===== src/rtl/asip_store_pkg.sv =====
`default_nettype none
// ============================================================================
//  Module   : asip_store_pkg
//  Purpose  : Shared types and helpers for the vector store serializer:
//             the controller state encoding and the lane-index width helper.
//  Ports    : (package - no ports)
//  Revision : 1.0  initial release
// ============================================================================
package asip_store_pkg;

    typedef enum logic [1:0] {
        ST_IDLE   = 2'd0,
        ST_SEND   = 2'd1,
        ST_FINISH = 2'd2
    } state_t;

    // Lane-index width. A one-lane vector still gets a 1-bit index so that
    // no zero-width vectors appear anywhere.
    function automatic int lane_idx_width(input int vec_size);
        int w;
        w = $clog2(vec_size);
        return (w < 1) ? 1 : w;
    endfunction

endpackage
`default_nettype wire


===== src/rtl/next_lane_finder.sv =====
`default_nettype none
// ============================================================================
//  Module   : next_lane_finder
//  Purpose  : Combinational priority encoder returning the lowest set mask
//             bit. With from_start=1 the whole mask is searched; otherwise
//             only lanes strictly above cur_lane are considered.
//  Ports    : mask       - lane enable mask
//             cur_lane   - lane just completed (ignored when from_start=1)
//             from_start - search from lane 0
//             next_lane  - index of the selected lane (0 when none)
//             valid      - a qualifying lane exists
//  Revision : 1.0  initial release
// ============================================================================
module next_lane_finder #(
    parameter int VEC_SIZE = 4,
    parameter int LANE_W   = 2
) (
    input  logic [VEC_SIZE-1:0] mask,
    input  logic [LANE_W-1:0]   cur_lane,
    input  logic                from_start,
    output logic [LANE_W-1:0]   next_lane,
    output logic                valid
);

    // Scan from the top down so the lowest qualifying lane is written last
    // and therefore wins.
    always_comb begin
        next_lane = '0;
        valid     = 1'b0;
        for (int i = VEC_SIZE - 1; i >= 0; i--) begin
            if (mask[i] && (from_start || (i > int'(cur_lane)))) begin
                next_lane = LANE_W'(i);
                valid     = 1'b1;
            end
        end
    end

endmodule
`default_nettype wire


===== src/rtl/vector_store_serializer.sv =====
`default_nettype none
// ============================================================================
//  Module   : vector_store_serializer
//  Purpose  : Captures a full vector plus base address and writes it lane by
//             lane, in ascending lane order, to a single-lane memory write
//             port. Masked-off lanes are skipped with no idle cycles.
//  Ports    : clk, reset          - clock, synchronous active-high reset
//             start               - store request (accepted when busy=0)
//             address             - base address; lane i goes to address+i
//             writeData, laneMask - vector and lane enables, captured on start
//             mem_ready           - memory accepts the current beat
//             busy                - transfer in progress, stalls upstream
//             done                - one-cycle completion pulse
//             mem_we/addr/wdata   - memory beat
//  Revision : 1.0  initial release
// ============================================================================
module vector_store_serializer #(
    parameter int VEC_SIZE      = 4,
    parameter int REGISTER_SIZE = 8
) (
    input  logic                                   clk,
    input  logic                                   reset,
    input  logic                                   start,
    input  logic [REGISTER_SIZE-1:0]               address,
    input  logic [VEC_SIZE-1:0][REGISTER_SIZE-1:0] writeData,
    input  logic [VEC_SIZE-1:0]                    laneMask,
    input  logic                                   mem_ready,
    output logic                                   busy,
    output logic                                   done,
    output logic                                   mem_we,
    output logic [REGISTER_SIZE-1:0]               mem_addr,
    output logic [REGISTER_SIZE-1:0]               mem_wdata
);

    import asip_store_pkg::*;

    localparam int LANE_W = lane_idx_width(VEC_SIZE);

    state_t                                 state_q, state_d;
    logic [VEC_SIZE-1:0][REGISTER_SIZE-1:0] data_q,  data_d;
    logic [VEC_SIZE-1:0]                    mask_q,  mask_d;
    logic [REGISTER_SIZE-1:0]               base_q,  base_d;
    logic [LANE_W-1:0]                      lane_q,  lane_d;

    logic [VEC_SIZE-1:0] find_mask;
    logic                find_from_start;
    logic [LANE_W-1:0]   find_lane;
    logic                find_valid;

    // One encoder serves both searches: in SEND it looks past the current
    // lane of the captured mask; otherwise it scans the incoming mask from
    // lane 0 so an accepted start lands directly on the first enabled lane.
    assign find_mask       = (state_q == ST_SEND) ? mask_q : laneMask;
    assign find_from_start = (state_q != ST_SEND);

    next_lane_finder #(
        .VEC_SIZE (VEC_SIZE),
        .LANE_W   (LANE_W)
    ) u_next_lane_finder (
        .mask       (find_mask),
        .cur_lane   (lane_q),
        .from_start (find_from_start),
        .next_lane  (find_lane),
        .valid      (find_valid)
    );

    always_comb begin
        state_d = state_q;
        data_d  = data_q;
        mask_d  = mask_q;
        base_d  = base_q;
        lane_d  = lane_q;
        case (state_q)
            ST_SEND: begin
                // mem_we is constant high here, so ready alone completes a beat
                if (mem_ready) begin
                    if (find_valid) begin
                        lane_d = find_lane;
                    end else begin
                        state_d = ST_FINISH;
                    end
                end
            end
            default: begin
                // IDLE and FINISH both accept; FINISH otherwise drops to IDLE
                state_d = ST_IDLE;
                if (start) begin
                    data_d  = writeData;
                    mask_d  = laneMask;
                    base_d  = address;
                    lane_d  = find_valid ? find_lane : '0;
                    state_d = find_valid ? ST_SEND : ST_FINISH;
                end
            end
        endcase
    end

    always_ff @(posedge clk) begin
        if (reset) begin
            state_q <= ST_IDLE;
            data_q  <= '0;
            mask_q  <= '0;
            base_q  <= '0;
            lane_q  <= '0;
        end else begin
            state_q <= state_d;
            data_q  <= data_d;
            mask_q  <= mask_d;
            base_q  <= base_d;
            lane_q  <= lane_d;
        end
    end

    // All outputs decode registered state only, so they cannot move while
    // a beat is stalled on mem_ready. The address add wraps naturally.
    assign busy      = (state_q == ST_SEND);
    assign mem_we    = (state_q == ST_SEND);
    assign done      = (state_q == ST_FINISH);
    assign mem_addr  = base_q + REGISTER_SIZE'(lane_q);
    assign mem_wdata = data_q[lane_q];

endmodule
`default_nettype wire

===== config.mk =====
export PLATFORM = sky130hd
export DESIGN_NAME = vector_store_serializer
export DESIGN_NICKNAME = d
export VERILOG_FILES = /design/src/rtl/asip_store_pkg.sv /design/src/rtl/next_lane_finder.sv /design/src/rtl/vector_store_serializer.sv
export SDC_FILE = /design/constraint.sdc
export NUM_CORES = 1
export LEC_CHECK = 0
export CORE_UTILIZATION = 43
export CTS_CLUSTER_DIAMETER = 50
export DETAILED_ROUTE_END_ITERATION = 10
export PLACE_DENSITY_LB_ADDON = 0.08
export SYNTH_ARGS = -nofsm -noshare
export SYNTH_HDL_FRONTEND = slang
export SYNTH_HIERARCHICAL = 1
export SYNTH_SLANG_ARGS = --single-unit
export TNS_END_PERCENT = 5

===== constraint.sdc =====
create_clock -name clk -period 2.17 [get_ports clk]
set_clock_uncertainty 0.15 [all_clocks]
set_input_delay 0.217 -clock clk [delete_from_list [all_inputs] [get_ports clk]]
set_output_delay 0.217 -clock clk [all_outputs]
set_load 0.1 [all_outputs]

==> reports/qor.yml <==
sta:
  drv_slew: 0
  worstMarginPinSlew_ns: 0.481
  hold_violations: 0
  finalCriticalPeriod_ns: 2.19
  setup_violations: 1
  rsz0062_at_grt: "yes"
  slew_headroom: 0.679
  fin_ws_ns: -0.0218
  finalCritPeriodShare: 1.01
  fmax_mhz: 456
floorplanning:
  start_util: 0.454
  design.core.area_um2: 5200
  dieWidth_um: 76.1
  die_y_um: 76.1
  ios: 67
  die_area_um2: 5790
  row_count: 26
clock_network:
  cts_sinks: 48
  path_clk_slew_ns: 0.09
  cts.path.max_buffers: 2
  cts_tree: "yes"
  clock_latency_ns: 0.30
  cts.hold.buffers_added: 0
  htree_num_levels: 2
  cts_root_buffer: "clkbuf_8"
  cts_buffers: 5
drt:
  routed_wirelength_um: 6020
  dr.pass1.iters: 4
  postRouteAntennaNets: 0
  drt_iter0_drc: 98
  vias: 2289
  wl_per_cell_um: 14.4
  drc: 0
  vias_per_cell: 5.49
finish:
  diodes: 0
  seq_area_um2: 965
  multi_input_area_um2: 1320
  layout.cells.non_filler: 417
  final_core_util: 0.672
  synthToLayoutAreaGrowth_pct: 48.0
  drive_gt1_frac: 0.202
  nFillCells: 417
  layout.nets: 397
critical_path:
  cp-end-kind: "output pin"
  crit_fanout: 3
  cp.arrival_ns: 1.82
  startpoint_type: "register"
  required_ns: 1.80
  r2r_start: "state_q[1]"
  critPathKind: "register to output pin"
  startpoint: "lane_q[0]"
logic_synthesis:
  yosysWarnings: 6
  synth-edff-count: 0
  async_flop_share: 0
  yosys.area.top_type: "dfxtp_1"
  synth_cell_type_count: 28
  seq_area_frac_synth: 0.407
  syn_inst: 285
  synthTopCellsByArea: "dfxtp_1, o21ai_0, a21oi_1"
  syn-cell-area_um2: 2360
  ys_ff_latch: 48
  syn_avg_cell_area_um2: 8.29
  synth_top_cell_area_share: 0.407
  synth_common_cells: "dfxtp_1, o21ai_0, a21oi_1"
  synthFlopType: "dfxtp_1"
  synth_fp_nets: 336
hold_path:
  min_from: "reset"
  hp-class: "input port to register"
global_route:
  grt_first_pass_wirelength_um: 10200
  track_usage: 0.217
  antenna_found_initial: 0
  gr-total-overflow: 0
  grt_max_degree: 47
  grt_pass1_vias: 2139
power:
  total_power_w: 0.00274
  p_leak_nw: 1.32
  ir_drop_uv: 485
  power.density_nw_per_um2: 785
place:
  place_congestion: 0.731
  pre_cts_ws_ns: 0.0890
  dp_hpwl_um: 4060
  io_buffers: 66
  placedCellCount: 406
outcome:
  violations: "negative setup slack"
  status: "finished with violations"
flow_run:
  drv_cap: 0
==> layout by cell type (no fill, tap or decap), types with 2 or more instances in the layout <==
| cell | netlist | routed |
|---|---|---|
| o21ai_0 | 48 | 48 |
| xnor2_2 | 0 | 4 |
| nor2_1 | 4 | 3 |
| dfxtp_1 | 48 | 45 |
| inv_1 | 7 | 6 |
| buf_12 | 0 | 20 |
| dfxtp_2 | 0 | 3 |
| mux2i_1 | 4 | 4 |
| clkbuf_8 | 0 | 5 |
| nand3_1 | 44 | 44 |
| buf_2 | 11 | 2 |
| xor2_4 | 0 | 2 |
| clkdlybuf4s50_1 | 0 | 45 |
| nor3_1 | 4 | 3 |
| nor2b_1 | 4 | 4 |
| mux4_2 | 8 | 8 |
| a21oi_1 | 47 | 47 |
| buf_4 | 5 | 14 |
| nand2_1 | 17 | 17 |
| nand2b_1 | 5 | 4 |
==> critical path: stages (launching register included) <==
cell,delay (ns)
dfxtp_2,0.36
ha_4,0.14
inv_2,0.03
fa_2,0.37
nor3_2,0.12
buf_4,0.15
xor2_4,0.16
buf_12,0.19
==> repair_timing <==
action,4_1_cts,5_1_grt
setup buffers,3,0
gates resized for setup,12,2
pin swaps,6,2
endpoints found under the setup margin,5,13
==> path summary, 6_finish.rpt <==
path | end | slack, ns | depth (start not counted)
max | mem_addr[6] | -0.02 | 7
min | data_q[22] | 0.21 | 2
max reg2reg | lane_q[0] | 0.19 | 10
min reg2reg | data_q[27] | 0.33 | 2
==> state kept, by name (all words and copies together) (netlist names) <==
signal,cells
data_q,32
base_q,8
mask_q,4
lane_q,2
state_q,2
==> power by group <==
group | internal [W] | leakage (nW) | switching [W] | total, W
Clock | 0.000341 | 0.0541 | 0.000317 | 0.000658
Sequential | 0.000952 | 0.395 | 0.0000450 | 0.000997
Combinational | 0.000443 | 0.873 | 0.000646 | 0.00109
==> final cells by class <==
class / count / area share
clock buffers: 5 / 0.0197
clock inverters: 3 / 0.0122
inverters: 8 / 0.00930
multi-input cells: 201 / 0.379
flip-flops and latches: 48 / 0.276
well taps: 70 / 0.0250
repair buffers: 82 / 0.279
==> cells by family after synthesis <==
group	share of synthesized area
AO/OA/AOI/OAI	0.216
adder cells (fa/ha/maj)	0.0191
multiplexers	0.0996
AND/OR/NAND/NOR	0.164
flip-flops	0.407
buffers and inverters	0.0720
XOR/XNOR	0.0222
==> stage by stage <==
stage	hold WS (ns)	area (µm²)	setup TNS, ns
detailed placement	0.317	3310	0
global route	0.215	3500	-0.214
CTS	0.206	3490	-0.0836
floorplan	0.215	2420	-2.16
finish	0.213	3500	-0.0218
global placement	0.307	3310	0
==> layer usage <==
metal | track usage | up-vias | routed length, µm
met5 | 0 | - | 0
met2 | 0.348 | 60 | 2710
met3 | 0.0383 | 8 | 286
met4 | 0.0692 | 0 | 72
met1 | 0.298 | 1092 | 2950
li1 | - | 1129 | -
No activity file was read; power rests on OpenSTA's default activity.
